`src/rtl/imem_arbiter.sv`:
```
// rtl/imem_arbiter.sv - instruction memory arbiter between fetch and a secondary requester
module imem_arbiter #(
    parameter int STARVE_LIMIT = 8,
    parameter int MAX_BURST    = 4
) (
    input  logic        clk,
    input  logic        reset_n,
    input  logic        sys_reset,
    input  logic        stall_i,
    input  logic [31:0] fetch_addr_i,
    output logic        fetch_enable_o,
    input  logic        sec_req_i,
    input  logic [31:0] sec_addr_i,
    input  logic [31:0] sec_wdata_i,
    input  logic        sec_we_i,
    input  logic [3:0]  sec_be_i,
    output logic        sec_gnt_o,
    output logic        sec_rvalid_o,
    output logic [31:0] sec_rdata_o,
    output logic [31:0] mem_addr_o,
    output logic [3:0]  mem_we_o,
    output logic [31:0] mem_wdata_o,
    input  logic [31:0] mem_rdata_i
);

    typedef enum logic [1:0] {FETCH, SEC, YIELD} state_t;

    localparam logic [7:0] STARVE_LIM = STARVE_LIMIT[7:0];
    localparam logic [8:0] BURST_LIM  = MAX_BURST[8:0];

    state_t     state_q;
    logic [7:0] starve_cnt_q, starve_cnt_d;
    logic [7:0] burst_cnt_q, burst_cnt_d;
    logic       sec_rvalid_q;
    logic       forced_w;
    logic       gnt_w;
    logic       burst_last_w;

    always_comb begin
        forced_w     = sec_req_i & ((starve_cnt_q >= STARVE_LIM) | (state_q == SEC))
                       & (state_q != YIELD);
        gnt_w        = sec_req_i & (stall_i | forced_w);
        burst_last_w = ({1'b0, burst_cnt_q} + 9'd1) >= BURST_LIM;

        starve_cnt_d = starve_cnt_q;
        if (!sec_req_i || gnt_w) begin
            starve_cnt_d = 8'd0;
        end else if (state_q == YIELD) begin
            // A request held off by the yield slot is already starved, so the
            // burst resumes on the very next fetch cycle.
            starve_cnt_d = STARVE_LIM;
        end else if (starve_cnt_q != 8'hFF) begin
            starve_cnt_d = starve_cnt_q + 8'd1;
        end

        burst_cnt_d = (gnt_w && !stall_i) ? burst_cnt_q + 8'd1 : 8'd0;
    end

    always_ff @(posedge clk or negedge reset_n) begin
        if (!reset_n) begin
            state_q      <= FETCH;
            starve_cnt_q <= 8'd0;
            burst_cnt_q  <= 8'd0;
            sec_rvalid_q <= 1'b0;
        end else if (sys_reset) begin
            state_q      <= FETCH;
            starve_cnt_q <= 8'd0;
            burst_cnt_q  <= 8'd0;
            sec_rvalid_q <= 1'b0;
        end else begin
            starve_cnt_q <= starve_cnt_d;
            burst_cnt_q  <= burst_cnt_d;
            sec_rvalid_q <= gnt_w & ~sec_we_i;
            case (state_q)
                FETCH: begin
                    if (forced_w && !stall_i) begin
                        state_q <= burst_last_w ? YIELD : SEC;
                    end
                end
                SEC: begin
                    if (!gnt_w) begin
                        state_q <= FETCH;
                    end else if (!stall_i && burst_last_w) begin
                        state_q <= YIELD;
                    end
                end
                YIELD:   state_q <= FETCH;
                default: state_q <= FETCH;
            endcase
        end
    end

    assign sec_gnt_o      = gnt_w;
    assign fetch_enable_o = ~stall_i & ~gnt_w;
    assign mem_addr_o     = gnt_w ? sec_addr_i : fetch_addr_i;
    assign mem_we_o       = (gnt_w && sec_we_i) ? sec_be_i : 4'b0000;
    assign mem_wdata_o    = sec_wdata_i;
    assign sec_rvalid_o   = sec_rvalid_q;
    assign sec_rdata_o    = mem_rdata_i;

endmodule

```
`config.mk`:
```
export PLATFORM = sky130hd
export DESIGN_NAME = imem_arbiter
export DESIGN_NICKNAME = d
export VERILOG_FILES = /design/src/rtl/imem_arbiter.sv
export SDC_FILE = /design/constraint.sdc
export NUM_CORES = 1
export LEC_CHECK = 0
export CORE_AREA = 2 2 94 96
export DETAILED_ROUTE_END_ITERATION = 10
export DIE_AREA = 0 0 96 98
export PLACE_DENSITY = 0.76
export SYNTH_ARGS = -nofsm -noshare
export SYNTH_HDL_FRONTEND = slang
export SYNTH_SLANG_ARGS = --single-unit
```
`constraint.sdc`:
```
create_clock -name clk -period 3.35 [get_ports clk]
set_clock_uncertainty 0.1 [all_clocks]
set_input_delay 0.5025 -clock clk [delete_from_list [all_inputs] [get_ports clk]]
set_output_delay 0.5025 -clock clk [all_outputs]
set_load 0.05 [all_outputs]
```
== After elaboration in Yosys (flattened, before gate mapping) ==
Index checks and enable logic that the tools add are counted.

* Word-level logic and storage cells: 50
* Flip-flop bits (word level): 19

* Eq/ne operators: 6
* Reductions and logical operators: 10
* $lt $le $gt $ge: 2
* Bitwise gates (word level): 10
* $add $sub $neg: 3
* Muxes and demuxes: 15

{| class="wikitable"
|+ Operator list
! kind !! number
|-
| $mux W8 || 6
|-
| $mux W32 || 1
|-
| $add A8 B1 Y8 const B || 2
|-
| $mux W2 || 5
|-
| $add A8 B1 Y9 const B || 1
|-
| $ge A9 B3 Y1 const B || 1
|-
| $ge A8 B4 Y1 const B || 1
|-
| $ne A8 B8 Y1 const B || 1
|-
| $and A1 B1 Y1 || 5
|-
| $logic_and A1 B1 Y1 || 4
|-
| $mux W4 || 1
|-
| $ne A4 B3 Y1 const B || 1
|-
| $pmux W2 S2 || 1
|-
| $reduce_bool A4 Y1 || 1
|-
| $ne A3 B3 Y1 const B || 1
|-
| $not A1 Y1 || 3
|-
| $eq A2 B1 Y1 const B || 1
|-
| $eq A2 B2 Y1 const B || 1
|-
| $logic_not A1 Y1 || 2
|-
| $logic_not A2 Y1 || 1
|-
| $ne A2 B2 Y1 const B || 1
|-
| $or A1 B1 Y1 || 2
|-
| $reduce_and A2 Y1 || 1
|-
| $logic_or A1 B1 Y1 || 1
|-
| $mux W1 || 1
|}

== Logic depth before layout (Yosys ltp) ==
Gate-level depths: netlist of run 1.

* Depth after elaboration: 9
* Depth in mapped cells: 5

== Worst setup path after synthesis of run 1 ==
OpenSTA, ideal clock, no wires.

* Path kind: reg2out
* Start point: register starve_cnt_q[5]
* End point: output mem_we_o[0]
* Path slack: 0.596 ns
* Required time: 2.747 ns
* Stages on the path, launching flop included: 6
* Path buffers: 0
* Data arrival time: 2.151 ns
* Cell sequence: dfrtp_1 or4_4 o31a_4 o21ai_4 inv_1 and3_1

* Word-level cells in the longest chain between the ends: 8

{| class="wikitable"
|+ RTL lines
! item !! RTL line !! RTL
|-
| start, declared || 32 || <nowiki>logic [7:0] starve_cnt_q, starve_cnt_d;</nowiki>
|-
| start signal, assigned || 71 || <nowiki>starve_cnt_q <= starve_cnt_d;</nowiki>
|-
| $ge A8 B4 Y1 || 40 || <nowiki>forced_w = sec_req_i & ((starve_cnt_q >= STARVE_LIM) | (state_q == SEC))</nowiki>
|-
| $or A1 B1 Y1 || 40 ||
|-
| $and A1 B1 Y1 || 40 ||
|-
| $and A1 B1 Y1 || 41 || <nowiki>& (state_q != YIELD);</nowiki>
|-
| $or A1 B1 Y1 || 42 || <nowiki>gnt_w = sec_req_i & (stall_i | forced_w);</nowiki>
|-
| $and A1 B1 Y1 || 42 ||
|-
| named net sec_gnt_o || 17 || <nowiki>output logic sec_gnt_o,</nowiki>
|-
| $logic_and A1 B1 Y1 || 96 || <nowiki>assign mem_we_o = (gnt_w && sec_we_i) ? sec_be_i : 4'b0000;</nowiki>
|-
| $mux W4 || 96 ||
|-
| end, declared || 21 || <nowiki>output logic [3:0] mem_we_o,</nowiki>
|}

The timed path passes the listed nets, and every way through them passes these cells.

== Worst setup path after layout of run 1 ==
* Start point: register starve_cnt_q[5]
* End point: output fetch_enable_o

* Word-level cells in the longest chain between the ends: 8

{| class="wikitable"
|+ RTL lines
! item !! RTL line !! RTL
|-
| $ge A8 B4 Y1 || 40 ||
|-
| $or A1 B1 Y1 || 40 ||
|-
| $and A1 B1 Y1 || 40 ||
|-
| $and A1 B1 Y1 || 41 ||
|-
| $or A1 B1 Y1 || 42 ||
|-
| $and A1 B1 Y1 || 42 ||
|-
| $not A1 Y1 || 94 || <nowiki>assign fetch_enable_o = ~stall_i & ~gnt_w;</nowiki>
|-
| $and A1 B1 Y1 || 94 ||
|-
| end, declared || 11 || <nowiki>output logic fetch_enable_o,</nowiki>
|}

Every way passes these cells.

==> summary.md, run 1 <==
| Metric | Value |
|---|---|
| Post-CTS sizing | 0 |
| Highest metal used | met4 |
| Global-route wire length before repair | 7780 um |
| CTS clk-pin slew, worst paths | 0.07 ns |
| Largest net degree at the start of global routing | 34 |
| TNS Setup | 0 ns |
| DP Wirelength | 4700 um |
| Max clock buf depth | 2 |
| Cell Chain, Critical Path | or4_4, o31a_4, a21oi_1, clkdlybuf4s50_1 |
| CP max stage cell | clkdlybuf4s50_1 |
| Total die area | 9410 um^2 |
| Top post-synthesis cells by area | buf_4, dfrtp_1, mux2_2 |
| Synth Area in Compound Gates | 0.0597 |
| P_leak | 1.08 nW |
| Status | finished, final reports clean |
| Synthesis-to-layout area growth | 38.1% |
| Initial antenna violation count | 0 |
| RSZ-0062 raised after global routing | false |
| Routed length on met1 | 1950 um |
| Worst Path Max Fanout | 5 |
| Placed cell count | 357 |
| Post-synthesis adder-cell area fraction | 0.0265 |
| Fin. Hold Viols | 0 |
| Fill cell count | 866 |
| Max-cap violations | 0 |
| Placer Congestion | 0.792 |
| Period utilization | 0.926 |
| IO buf count | 112 |
| Drt first pass iters | 4 |
| Post-CTS Setup Inserts | 0 |
| Fin nets | 396 |
| Maximum clock frequency | 322 MHz |
| Worst path required time | 2.75 ns |
| CTS tree | done |
| Combinational family with the most area after synthesis | buffers and inverters |
| Row count | 34 |
| Overall global routing resource usage | 0.105 |
| Hold_buf cts | 0 |
| Routed length per instance | 15.3 um |
| Synth Cell Area | 1890 um^2 |
| Share of layout cells above drive strength 1 | 0.308 |
| Slew @ Worst Pin | 0.840 ns |
| Post-synthesis instance total | 202 |
| Clk Tree Root Cell | clkbuf_8 |
| Slew HR | 0.438 |
| Min Tclk post-route | 3.10 ns |
| Routed length on met3 | 695 um |
| N_diodes | 0 |
| Critical Path Source Type | register |
| # H-tree levels | 1 |
| Max IR drop VDD | 0.000268 V |
| Cell variety after synth | 38 |
| Drt drc | 0 |
| CTS sink count | 19 |
| Crit end category | output pin |
| Area of the multi-input gates | 890 um^2 |
| Fin cells | 361 |
| Skew-Pair Late Insertion Delay | 0.25 ns |
| Max incr delay on CP | 0.82 ns |
| Die H | 98 um |
| Register area | 475 um^2 |
| Post-Syn Area per Cell | 9.34 um^2 |
| ANT nets after route | 0 |
| Yosys top cell area share | 0.255 |
| Core area | 8470 um^2 |
| I/O pin cnt | 241 |
| Final Setup Violations | 0 |
| Routed vias/inst | 4.32 |
| Met2 WL post-DR | 2840 um |
| Post-synthesis sequential area ratio | 0.252 |
| Via count | 1,560 |
| Synth Area in XOR/XNOR | 0.0371 |
| Yosys reg bits | 19 |
| DRT Wirelength | 5530 um |
| Multiplexer share of the synthesized area | 0.196 |
| Pwr Density | 282 nW/um^2 |
| WS Path Type | reg -> out |
| YS warnings | 0 |
| Worst hold path type | reg -> reg |
| GRT Residual Overflow | 0 |
| Max Slew Vio Count | 0 |
| 1st-iter DRT viols | 15 |
| Number of global-route vias before repair | 1,579 |
| Largest area contributor in the netlist | buf_4 |
| Initial Utilization | 0.223 |
| Critical path arrival | 2.50 ns |
| Die Wd | 96 um |
| Fin worst setup slack | 0.249 ns |
| TritonCTS buffer count | 3 |
| Simple-Gate Fraction of Synth Area | 0.144 |
| Post-Place Worst Slack | 0.534 ns |
-- cells in the final DEF (no fill, tap or decap), types with 2 or more instances in the layout --
cell,n
a21oi_1,2
and2_1,2
and3_1,6
buf_4,37
clkbuf_8,3
clkdlybuf4s50_1,75
conb_1,4
dfrtp_1,19
ha_1,4
inv_1,3
mux2_2,31
nand2_1,5
nand2b_1,4
nand3_1,5
nand4_1,3
nor2_1,16
nor3_1,3
o21ai_0,2
or3_1,2
xnor2_1,5
xor2_1,3
-- sequential cells by signal (all words and copies together) (netlist names) --
name	flops
state_q	2
sec_rvalid_o	1
burst_cnt_q	8
starve_cnt_q	8
-- critical path: cells and delay by family (launching register included) --
| family | cells | cell delay [ns] |
|---|---|---|
| AND/OR/NAND/NOR | 1 | 0.57 |
| AO/OA/AOI/OAI | 2 | 0.48 |
| flip-flops | 1 | 0.38 |
| buffers and inverters | 1 | 0.82 |
-- per-layer routing --
layer | GRT usage | vias to the layer above
met1 | 0.108 | 726
met4 | 0.0253 | 0
met3 | 0.0285 | 6
met2 | 0.205 | 111
met5 | 0 | -
li1 | - | 717
-- report_power, final --
group	switching (mW)	internal, mW
Clock	0.0729	0.0826
Combinational	0.187	0.156
Sequential	0.00365	0.234
-- path summary, 6_finish.rpt --
| check | start | endpoint | slack [ns] | cells after the start |
|---|---|---|---|---|
| min in group asynchronous | reset_n | burst_cnt_q[5]$_DFF_PN0_ | 0.63 | 1 |
| worst min-delay path | burst_cnt_q[0]$_DFF_PN0_ | burst_cnt_q[0]$_DFF_PN0_ | 0.45 | 1 |
| worst max register to register | starve_cnt_q[5]$_DFFE_PN0P_ | starve_cnt_q[3]$_DFFE_PN0P_ | 1.41 | 4 |
| worst max-delay path | starve_cnt_q[5]$_DFFE_PN0P_ | fetch_enable_o | 0.25 | 4 |
| max in group asynchronous | reset_n | burst_cnt_q[2]$_DFF_PN0_ | 2.00 | 1 |
| worst min register to register | burst_cnt_q[0]$_DFF_PN0_ | burst_cnt_q[0]$_DFF_PN0_ | 0.45 | 1 |
-- cells by family (layout without fill, tap and decap cells) --
logic type	Yosys count	after routing
XOR/XNOR	8	8
adder cells (fa/ha/maj)	4	4
AO/OA/AOI/OAI	13	13
AND/OR/NAND/NOR	52	52
multiplexers	33	33
other	1	4
flip-flops	19	19
buffers and inverters	72	120
-- through the flow --
stage | hold WS, ns | total power, mW | area [um^2] | utilization
2_1_floorplan | 0.107 | 0.637 | 1900 | -
3_3_place_gp | 0.420 | 0.585 | 2560 | 0.302
3_5_place_dp | 0.443 | 0.588 | 2560 | 0.302
4_1_cts | 0.457 | 0.746 | 2610 | 0.308
5_1_grt | 0.488 | 0.769 | 2610 | 0.308
6_report | 0.447 | 0.736 | 2610 | 0.308
-- cell type report --
cell class	instances	share of cell area
Timing Repair Buffer	113	0.402
Multi-Input combinational cell	114	0.341
Sequential cell	19	0.182
Tap cell	108	0.0518
Clock buffer	3	0.0158
Inverter	3	0.00432
Clock inverter	1	0.00192
-- synth_stat cells (all sizes together) --
master,n
nand2,5
a311oi,1
dfrtp,19
clkbuf,2
nand3,5
xor2,3
xnor2,5
nor3b,1
a21boi,1
a31o,1
and3,6
o21ai,3
mux2,32
mux2i,1
buf,67
nand4,3
nand2b,4
or2,1
ha,4
inv,3
or4,1
o31ai,1
nor2,16
and2,2
or3,2
o31a,2
a211o,1
conb,1
a21oi,2
nor3,3
nor4,1
nor4b,1
a221oi,1
nor2b,1
(Power assumes the default switching activity.)
==> inputs of run 2 (changes only) <==
- SETUP_SLACK_MARGIN: not set -> 0.1
==> results of run 2 <==
Same layout as run 1: the final DEF is identical, and so are final timing and power.
